**src/rtl/dmem_responder_pkg.sv**
```systemverilog
// -----------------------------------------------------------------------------
// dmem_responder_pkg
// Shared definitions for the data-memory port: the responder FSM encoding,
// the request opcode bits as driven by the MEM stage, the data width, and
// small helpers for byte-lane handling. The cpu top level imports the same
// package so both sides of the port agree on the encodings.
// -----------------------------------------------------------------------------
package dmem_responder_pkg;

  localparam int DATA_W = 16;

  typedef logic [DATA_W-1:0] data_t;

  // Two-bit state encoding; the unused code 2'b11 recovers to IDLE.
  typedef enum logic [1:0] {
    ST_IDLE = 2'b00,
    ST_WAIT = 2'b01,
    ST_RESP = 2'b10
  } state_t;

  // Request opcode as {mem_write, mem_read}. Both bits set is a conflict.
  typedef logic [1:0] dmem_op_t;

  localparam dmem_op_t DMEM_OP_READ  = 2'b01;
  localparam dmem_op_t DMEM_OP_WRITE = 2'b10;

  // Everything about a request except its address, whose width is a
  // parameter of the responder.
  typedef struct packed {
    dmem_op_t op;
    logic     byte_en;
    data_t    wdata;
  } dmem_req_t;

  // Byte-lane write enables {hi, lo}. Word stores write both lanes; byte
  // stores write the lane picked by the address LSB.
  function automatic logic [1:0] lane_enables(input logic byte_en,
                                              input logic lane_sel);
    if (!byte_en) begin
      return 2'b11;
    end
    return lane_sel ? 2'b10 : 2'b01;
  endfunction

  // Byte stores carry their payload in wdata[7:0]; replicate it onto both
  // lanes so whichever lane is enabled receives it.
  function automatic data_t store_data(input logic byte_en, input data_t wdata);
    return byte_en ? {wdata[7:0], wdata[7:0]} : wdata;
  endfunction

endpackage

```
**src/rtl/dmem_array.sv**
```systemverilog
// -----------------------------------------------------------------------------
// dmem_array
// DEPTH_WORDS x 16-bit on-chip storage with two byte-lane write enables and
// a registered read port. The read register only loads when rd_en is high,
// so it holds the last loaded word between reads; rd_clr loads zero instead
// of the addressed word (used for out-of-range loads).
//
// Ports
//   clock   in   1      rising-edge clock
//   reset   in   1      synchronous active-high; clears the read register only
//   we      in   2      byte-lane write enables {hi, lo}
//   idx     in   IDX    word index shared by write and read
//   din     in   16     write data (lane-aligned)
//   rd_en   in   1      load the read register this edge
//   rd_clr  in   1      with rd_en: load zero instead of the stored word
//   q       out  16     registered read data
// -----------------------------------------------------------------------------
module dmem_array
  import dmem_responder_pkg::*;
#(
  parameter int DEPTH_WORDS = 256
) (
  input  logic                           clock,
  input  logic                           reset,
  input  logic [1:0]                     we,
  input  logic [$clog2(DEPTH_WORDS)-1:0] idx,
  input  data_t                          din,
  input  logic                           rd_en,
  input  logic                           rd_clr,
  output data_t                          q
);

  data_t mem [DEPTH_WORDS];

  // NOTE: storage has no reset term so it maps onto RAM; only the small
  // read register below is reset.
  always_ff @(posedge clock) begin
    if (we[0]) begin
      mem[idx][7:0] <= din[7:0];
    end
    if (we[1]) begin
      mem[idx][15:8] <= din[15:8];
    end
  end

  always_ff @(posedge clock) begin
    if (reset) begin
      q <= '0;
    end else if (rd_en) begin
      q <= rd_clr ? '0 : mem[idx];
    end
  end

endmodule

```
**src/rtl/dmem_responder.sv**
```systemverilog
// -----------------------------------------------------------------------------
// dmem_responder
// Responder side of the pipeline data-memory port. A load/store seen in IDLE
// is captured, held for WAIT_CYCLES wait states, then committed to the array
// (write and/or registered read) on the edge into RESP, where done pulses for
// one cycle. stall freezes the front of the pipeline while the access is in
// flight. Out-of-range addresses and read+write conflicts flag err with done.
//
// Ports
//   clock      in   1       rising-edge clock
//   reset      in   1       synchronous active-high; aborts any access
//   mem_read   in   1       load request
//   mem_write  in   1       store request
//   byte_en    in   1       1 = byte store, 0 = word store
//   addr       in   ADDR_W  byte address; addr[0] selects the byte lane
//   wdata      in   16      store data; byte stores use wdata[7:0]
//   rdata      out  16      last completed load data
//   stall      out  1       pipeline freeze while an access is pending
//   done       out  1       one-cycle completion pulse
//   err        out  1       with done: out of range or read+write conflict
// -----------------------------------------------------------------------------
module dmem_responder
  import dmem_responder_pkg::*;
#(
  parameter int ADDR_W      = 16,
  parameter int DEPTH_WORDS = 256,
  parameter int WAIT_CYCLES = 2
) (
  input  logic              clock,
  input  logic              reset,
  input  logic              mem_read,
  input  logic              mem_write,
  input  logic              byte_en,
  input  logic [ADDR_W-1:0] addr,
  input  logic [15:0]       wdata,
  output logic [15:0]       rdata,
  output logic              stall,
  output logic              done,
  output logic              err
);

  localparam int                IDX_W     = $clog2(DEPTH_WORDS);
  localparam logic [3:0]        CNT_INIT  = (WAIT_CYCLES > 0) ? 4'(WAIT_CYCLES - 1) : 4'd0;
  localparam logic [ADDR_W-1:0] DEPTH_LIM = ADDR_W'(DEPTH_WORDS);

  state_t            state;
  state_t            state_next;
  logic [3:0]        cnt;

  dmem_req_t         req_live;
  dmem_req_t         req_q;
  dmem_req_t         req_sel;
  logic [ADDR_W-1:0] addr_q;
  logic [ADDR_W-1:0] addr_sel;

  logic              req_seen;
  logic              commit;
  logic [ADDR_W-2:0] word_idx;
  logic              sel_oor;
  logic              sel_read;
  logic              sel_write;
  logic              sel_conflict;
  logic              err_q;
  logic [1:0]        arr_we;

  assign req_seen = mem_read | mem_write;
  assign req_live = '{op: {mem_write, mem_read}, byte_en: byte_en, wdata: wdata};

  // ---------------------------------------------------------------------------
  // Operand selection. With zero wait states the commit happens on the edge
  // leaving IDLE, before anything is captured, so IDLE uses the live inputs;
  // every later state uses the captured copy.
  // ---------------------------------------------------------------------------
  // NOTE: every output of a combinational block gets a default first, so no
  // path leaves it unassigned and no latch is inferred.
  always_comb begin
    req_sel  = req_q;
    addr_sel = addr_q;
    if (state == ST_IDLE) begin
      req_sel  = req_live;
      addr_sel = addr;
    end
  end

  // Word index ignores addr[0], which forces word accesses aligned.
  assign word_idx     = addr_sel[ADDR_W-1:1];
  assign sel_oor      = {1'b0, word_idx} >= DEPTH_LIM;
  assign sel_read     = (req_sel.op == DMEM_OP_READ);
  assign sel_write    = |(req_sel.op & DMEM_OP_WRITE);
  assign sel_conflict = (req_sel.op == (DMEM_OP_READ | DMEM_OP_WRITE));

  // Edge on which the access takes effect. Gating with reset makes a reset
  // in the final wait state drop the pending write.
  always_comb begin
    commit = 1'b0;
    if (!reset) begin
      case (state)
        ST_IDLE: commit = req_seen && (WAIT_CYCLES == 0);
        ST_WAIT: commit = (cnt == 4'd0);
        default: commit = 1'b0;
      endcase
    end
  end

  // ---------------------------------------------------------------------------
  // FSM: state register
  // ---------------------------------------------------------------------------
  // NOTE: sequential state uses non-blocking assignments so every register
  // samples pre-edge values regardless of block ordering.
  always_ff @(posedge clock) begin
    if (reset) begin
      state <= ST_IDLE;
    end else begin
      state <= state_next;
    end
  end

  // ---------------------------------------------------------------------------
  // FSM: next state
  // ---------------------------------------------------------------------------
  always_comb begin
    state_next = state;
    case (state)
      ST_IDLE: begin
        if (req_seen) begin
          state_next = (WAIT_CYCLES == 0) ? ST_RESP : ST_WAIT;
        end
      end
      ST_WAIT: begin
        if (cnt == 4'd0) begin
          state_next = ST_RESP;
        end
      end
      ST_RESP: state_next = ST_IDLE;
      default: state_next = ST_IDLE;
    endcase
  end

  // ---------------------------------------------------------------------------
  // FSM: outputs. The IDLE stall is combinational so the pipeline freezes in
  // the same cycle the request first appears.
  // ---------------------------------------------------------------------------
  always_comb begin
    stall = 1'b0;
    done  = 1'b0;
    err   = 1'b0;
    case (state)
      ST_IDLE: stall = req_seen;
      ST_WAIT: stall = 1'b1;
      ST_RESP: begin
        done = 1'b1;
        err  = err_q;
      end
      default: ;
    endcase
  end

  // ---------------------------------------------------------------------------
  // Wait-state counter and request capture
  // ---------------------------------------------------------------------------
  always_ff @(posedge clock) begin
    if (reset) begin
      cnt <= 4'd0;
    end else if (state == ST_IDLE && req_seen) begin
      cnt <= CNT_INIT;
    end else if (state == ST_WAIT && cnt != 4'd0) begin
      cnt <= cnt - 4'd1;
    end
  end

  always_ff @(posedge clock) begin
    if (reset) begin
      req_q  <= '0;
      addr_q <= '0;
    end else if (state == ST_IDLE && req_seen) begin
      req_q  <= req_live;
      addr_q <= addr;
    end
  end

  // Error flag is latched at commit and presented only during RESP.
  always_ff @(posedge clock) begin
    if (reset) begin
      err_q <= 1'b0;
    end else if (commit) begin
      err_q <= sel_oor | sel_conflict;
    end
  end

  // ---------------------------------------------------------------------------
  // Storage. Conflicting requests still write; only a pure load updates the
  // read register, so stores and conflicts leave rdata untouched.
  // ---------------------------------------------------------------------------
  assign arr_we = (commit && sel_write && !sel_oor)
                ? lane_enables(req_sel.byte_en, addr_sel[0]) : 2'b00;

  dmem_array #(
    .DEPTH_WORDS (DEPTH_WORDS)
  ) u_array (
    .clock  (clock),
    .reset  (reset),
    .we     (arr_we),
    .idx    (word_idx[IDX_W-1:0]),
    .din    (store_data(req_sel.byte_en, req_sel.wdata)),
    .rd_en  (commit && sel_read),
    .rd_clr (sel_oor),
    .q      (rdata)
  );

endmodule

```
**config.mk**
```make
export PLATFORM = sky130hd
export DESIGN_NAME = dmem_responder
export DESIGN_NICKNAME = d
export VERILOG_FILES = /design/src/rtl/dmem_responder_pkg.sv /design/src/rtl/dmem_array.sv /design/src/rtl/dmem_responder.sv
export SDC_FILE = /design/constraint.sdc
export NUM_CORES = 2
export LEC_CHECK = 0
export CAP_MARGIN = 15
export CORE_MARGIN = 2
export CORE_UTILIZATION = 45
export DETAILED_ROUTE_END_ITERATION = 6
export RECOVER_POWER = 50
export SKIP_LAST_GASP = 1
export SLEW_MARGIN = 40
export SYNTH_ARGS = -nofsm -noshare
export SYNTH_HDL_FRONTEND = slang
export SYNTH_HIERARCHICAL = 1
export SYNTH_SLANG_ARGS = --single-unit
```
**constraint.sdc**
```tcl
create_clock -name clock -period 17.2 [get_ports clock]
set_input_delay 1.72 -clock clock [delete_from_list [all_inputs] [get_ports clock]]
set_output_delay 1.72 -clock clock [all_outputs]
set_load 0.01 [all_outputs]
```
# --- Yosys cells after proc, flatten, opt, wreduce, memory -nomap -nowiden ---
# Memory sizes are Yosys's and may differ from the RTL's.
# Cells that the tools add are included.
word_totals:
  elab_cells: 53
  out_inout_bits: 19
  memories: 1
  mem_bits_rw: 4096
  input_bits: 37
  register_bits: 58
memory_table:
  columns: ["memory", "words", "word_bits", "read_ports", "rd_ports_with_merged_regs", "wr", "line", "text"]
  rows:
  - ["u_array.mem", 256, 16, 1, 0, 1, "dmem_array.sv:33", "data_t mem [DEPTH_WORDS];"]
classes:
  n_lt_le_gt_ge: 1
  mux: 21
  n_reduce_logical: 12
  add_sub_neg: 1
  bitwise: 2
  eq_ne: 6
ops:
  columns: ["operator", "n"]
  rows:
  - ["$mux W16", 3]
  - ["$mux W19", 1]
  - ["$ge A15 B9 Y1 const B", 1]
  - ["$mux W1", 10]
  - ["$mux W2", 5]
  - ["$logic_and A1 B1 Y1", 5]
  - ["$eq A2 B1 Y1 const B", 2]
  - ["$eq A2 B2 Y1 const B", 2]
  - ["$logic_not A4 Y1", 1]
  - ["$ne A2 B2 Y1 const B", 2]
  - ["$pmux W2 S2", 1]
  - ["$reduce_bool A4 Y1", 1]
  - ["$sub A4 B1 Y4 const B", 1]
  - ["$logic_not A2 Y1", 1]
  - ["$or A1 B1 Y1", 2]
  - ["$pmux W1 S2", 1]
  - ["$reduce_and A2 Y1", 1]
  - ["$reduce_bool A2 Y1", 1]
  - ["$reduce_or A2 Y1", 1]
  - ["$logic_not A1 Y1", 1]

# --- Depth between registers and ports, before layout ---
depth:
  ltp_word: 8
  depth_mapped: 17
  depth_no_buf: 10

# --- Cells and area by module ---
# The synthesis kept the hierarchy.
modules_own_cells:
  columns: ["module", "cells_per_inst", "area_per_inst_um2", "seq_area_each_um2", "n_inst"]
  rows:
  - ["dmem_array", 7798, 159329.1, 123318.3, 1]
  - ["dmem_responder", 280, 1998.2, 840.8, 1]

# --- Worst setup path after synthesis ---
# Ideal clock, no wire load.
synth_path:
  path_kind: "input -> register"
  start: "input wdata[6]"
  end: "memory u_array/mem[0][14] (netlist name) (data pin)"
  path_buffers: 0
  cell_stages: 3
  arrival_time_ps: 10868
  slack_ps: 4601
  t_required_ps: 15469
  setup_time_ps: 1731
  cell_sequence: "mux2_2 > nor2_1 > a31oi_1"
synth_between:
  elab_chain_len: 2
synth_rtl:
  columns: ["element", "line", "text"]
  rows:
  - ["from (decl)", "dmem_responder.sv:35", "input logic [15:0] wdata,"]
  - ["$mux W19", "dmem_responder.sv:79", "if (state == ST_IDLE) begin"]
  - ["$mux W16", "dmem_responder_pkg.sv:48", "return byte_en ? {wdata[7:0], wdata[7:0]} : wdata;"]
  - ["to (decl)", "dmem_array.sv:33", null]
# Every way passes these cells.

==> impl_metrics.py <==
metrics = {
    "yosys": {
        "postSynth.asyncResetShare_pct": 0,
        "synth-seq-area-share_pct": 77.0,
        "syn_area_per_cell_um2": 20.0,
        "synth_top_area_share_pct": 76.2,
        "netlist_top_cells_area": "edfxtp_1, mux4_2, mux2i_1, nor2_1, a22oi_1",
        "syn-num-nets": 8116,
        "synth_cells": 8078,
        "yosys.cell_types.count": 63,
        "number_of_synthesized_flops_with_an_enable_pin": 4096,
        "syn-cell-area_um2": 161000,
        "postSynth.topFlopCell": "edfxtp_1",
        "yosys_warnings": 6,
        "yosys.area.top_type": "edfxtp_1",
        "register_bit_count_reported_by_yosys": 4154,
    },
    "worst_setup_path": {
        "critPathMostFrequentCell": "clkbuf_1",
        "crit_path_max_fanout": 100,
        "cell_by_cell_listing_of_the_critical_path": "dlygate4sd3_1 -> mux2_1 -> clkbuf_1 -> nor2_1 -> a31oi_4 -> clkbuf_1 -> clkbuf_1",
        "cp.buffers_inverters": 4,
        "critPathSlowestCell": "clkbuf_1",
        "ws_path_type": "input pin to flop",
        "worstPathArrival_ns": 10.98,
        "worst_ep_required_time_ns": 17.22,
        "cell_type_group_with_the_largest_total_delay_on_the_critical_path": "buffers and inverters",
        "worst_setup_path_end_kind": "flop",
        "reg2reg_slack_ns": 6.67,
        "largest_incremental_delay_on_the_critical_path_ns": 3.49,
        "startpoint_type": "input pin",
    },
    "clock_tree": {
        "clockRootBuffer": "clkbuf_16",
        "clock_insertion_delay_worst_skew_ns": 0.97,
        "cts_inserted_buffers": 408,
        "ctsHtreeMaxLevel": 5,
        "cts_hold_buf": 0,
        "post_cts_resized": 0,
        "cts_tree": "done",
        "post_cts.repair.setup_buffers": 0,
        "cts-root-to-sink-buffers": 4,
        "clk_pin_slew_worst_paths_ns": 0.06,
        "clock-sinks": 4154,
    },
    "flow_run": {
        "max-cap-violations": 51,
    },
    "layout": {
        "final_nets": 8262,
        "final_instance_area_um2": 182000,
        "area_delta_synth_final_pct": 12.7,
        "filler_cell_count": 28158,
        "layout.cells.non_filler": 13322,
        "post_route_cells_drive_above_1_share_pct": 21.7,
    },
    "placed_design": {
        "dp.cells": 12545,
        "dpl.hpwl_um": 251000,
        "buffer_ports.inserted": 55,
        "routability_congestion_estimate": 0.839,
        "placed_cell_area_um2": 168000,
    },
    "global_route": {
        "grt_pass1_wl_um": 604000,
        "grt_pass1_vias": 81461,
        "antenna_violations_before_repair": 16,
        "grt.overflow.total": 0,
        "grt_max_degree": 210,
        "grtUsageTotal_pct": 22.9,
    },
    "sta": {
        "fin_skew_ns": 0.0372,
        "worst_slew_pin_slew_ns": 5.12,
        "final-setup-viol-count": 0,
        "fmax_mhz": 91.2,
        "final.period_utilization_pct": 63.8,
        "finalSetupTns_ns": 0,
        "finalHoldViolations": 0,
        "maxSlewViolCount": 3376,
        "rsz_0062_raised_after_global_routing": "no",
        "final_period_minus_worst_setup_slack_ns": 10.97,
        "slew-limit-headroom_pct": -241,
    },
    "die": {
        "floorplan.die_area_um2": 363000,
        "dieWidth_um": 603,
        "core_region_area_um2": 356000,
        "start_util_pct": 45.3,
        "die-height_um": 603,
        "placement_rows": 219,
        "ios": 56,
    },
    "outcome": {
        "status": "finished, violations left",
        "violations": "design-rule violations, max-capacitance violations, max-slew violations",
    },
    "pwr": {
        "post-layout-total-power_w": 0.0237,
        "netSwitchingFraction_pct": 24.9,
        "static-leakage-power_nw": 55.9,
        "share_comb_of_total_power_pct": 12.8,
        "power.switching_w": 0.00591,
        "p_seq_share_pct": 49.3,
        "power.share.clock_pct": 37.9,
        "intPower_w": 0.0178,
        "ir_drop_mv": 0.0993,
        "power_density_nw_per_um2": 131,
    },
    "detailed_routing": {
        "route.vias.total": 82184,
        "detail_route.drc_violations": 1,
        "violation_count_after_the_first_detailed_route_iteration": 10163,
        "routedWlPerCell_um": 31.7,
        "firstDrtPassIters": 7,
        "vias_per_cell": 6.17,
        "drtAntennaViolNets": 0,
        "drt-total-wl_um": 423000,
    },
    "hold_path": {
        "hold_path_class": "flop to flop",
    },
}
==> stage by stage <==
step	hold WS (ns)	worst slack, ns	utilization (%)
final	0.453	6.23	51.0
after global routing	0.470	5.50	51.0
after CTS	0.454	10.27	51.0
after detailed placement	0.446	9.24	47.2
after global placement	0.442	8.35	46.9
after floorplan	0.434	4.60	-
==> synth_stat cells (50+ instances only) <==
library cell	number
buf_2	99
nor2_1	584
edfxtp_1	4096
a221oi_1	50
o211ai_1	63
dfxtp_1	58
a31oi_1	89
mux2i_1	556
nand3_1	210
nand4_1	76
mux4_2	786
nand2_1	228
buf_4	81
a22oi_1	285
clkbuf_1	294
a21oi_1	147
==> final timing paths <==
path | depth (start not counted) | end | startpoint
setup reg to reg | 8 | u_array/mem[31][10] | state[0]
setup / recovery | 7 | u_array/mem[31][10] | wdata[2]
hold / removal | 2 | addr_q[0] | addr_q[0]
hold reg to reg | 2 | addr_q[0] | addr_q[0]
==> power by group through the flow <==
stage	clock, W	sequential (W)	combinational, W
after CTS	0.00912	0.0116	0.00305
after floorplan	0	0.0120	0.00178
after global placement	0	0.0118	0.00293
after global routing	0.00951	0.0117	0.00319
after detailed placement	0	0.0118	0.00305
final	0.00899	0.0117	0.00305
==> cell usage in the layout (no fill, tap or decap), types with 13 or more instances in the layout <==
cell type           n
a31oi_1            83
and2_1             18
mux4_2            786
bufinv_16          50
clkinv_2           74
and3_1             34
edfxtp_1         4096
buf_4             105
buf_6              15
a21oi_1           147
buf_12             15
a32oi_1            15
nand3_1           183
o221ai_1           30
a2bb2oi_1          15
clkbuf_16         417
o2111ai_1          17
o211ai_1           63
nor2_2            234
clkbuf_1          134
o22ai_1            15
a21o_1             32
clkdlybuf4s50_1    27
dfxtp_1            58
nand4_1            76
a22o_1             18
nor3_1             21
nand3_2            25
a22oi_1           285
nand2_1           211
mux2i_1           555
nor2_1            345
dlygate4sd3_1      27
a41o_1             15
buf_16             13
clkinv_1           93
a221oi_1           50
==> cell type report <==
class / count / area, um^2 / share of cell area [%]
Sequential cell: 4154 / 124000 / 68.3
Timing Repair Buffer: 263 / 2420 / 1.33
Inverter: 10 / 37.5 / 0.0206
Clock inverter: 248 / 2670 / 1.47
Multi-Input combinational cell: 3387 / 35800 / 19.7
Clock buffer: 503 / 10800 / 5.93
Tap cell: 4751 / 5940 / 3.27
Antenna cell: 6 / 15.0 / 0.00826
==> worst register-to-register path: cells and delay by family (launching register included) <==
| family | cells | cell delay (ns) |
|---|---|---|
| flops | 1 | 0.35 |
| simple gates | 2 | 0.38 |
| mux | 1 | 1.19 |
| buf+inv | 4 | 7.10 |
| compound gates | 1 | 0.31 |
==> kinds of logic (layout without fill, tap and decap cells) <==
logic type / after synthesis / in the layout / synth area share [%]
adder cells (fa/ha/maj): 1 / 1 / 0.00775
AND/OR/NAND/NOR: 1211 / 1211 / 3.28
AO/OA/AOI/OAI: 821 / 821 / 3.66
multiplexers: 1351 / 1351 / 14.5
buffers and inverters: 537 / 1024 / 1.59
XOR/XNOR: 3 / 3 / 0.0163
other: 0 / 6 / 0
flip-flops: 4154 / 4154 / 77.0
==> metal layers <==
layer / GRT usage (%) / wire length (um) / vias up
li1: - / - / 33762
met3: 3.81 / 35500 / 623
met5: 0 / 27 / -
met1: 33.0 / 174000 / 44058
met4: 6.35 / 11600 / 4
met2: 36.4 / 202000 / 3737
==> flip-flops by register name (all words and copies together), names as in the netlist <==
signal,count
err_q,1
u_array/q,16
state,2
u_array/mem,4096
addr_q,16
cnt,4
req_q,19
Power figures use the tool's default switching activity.
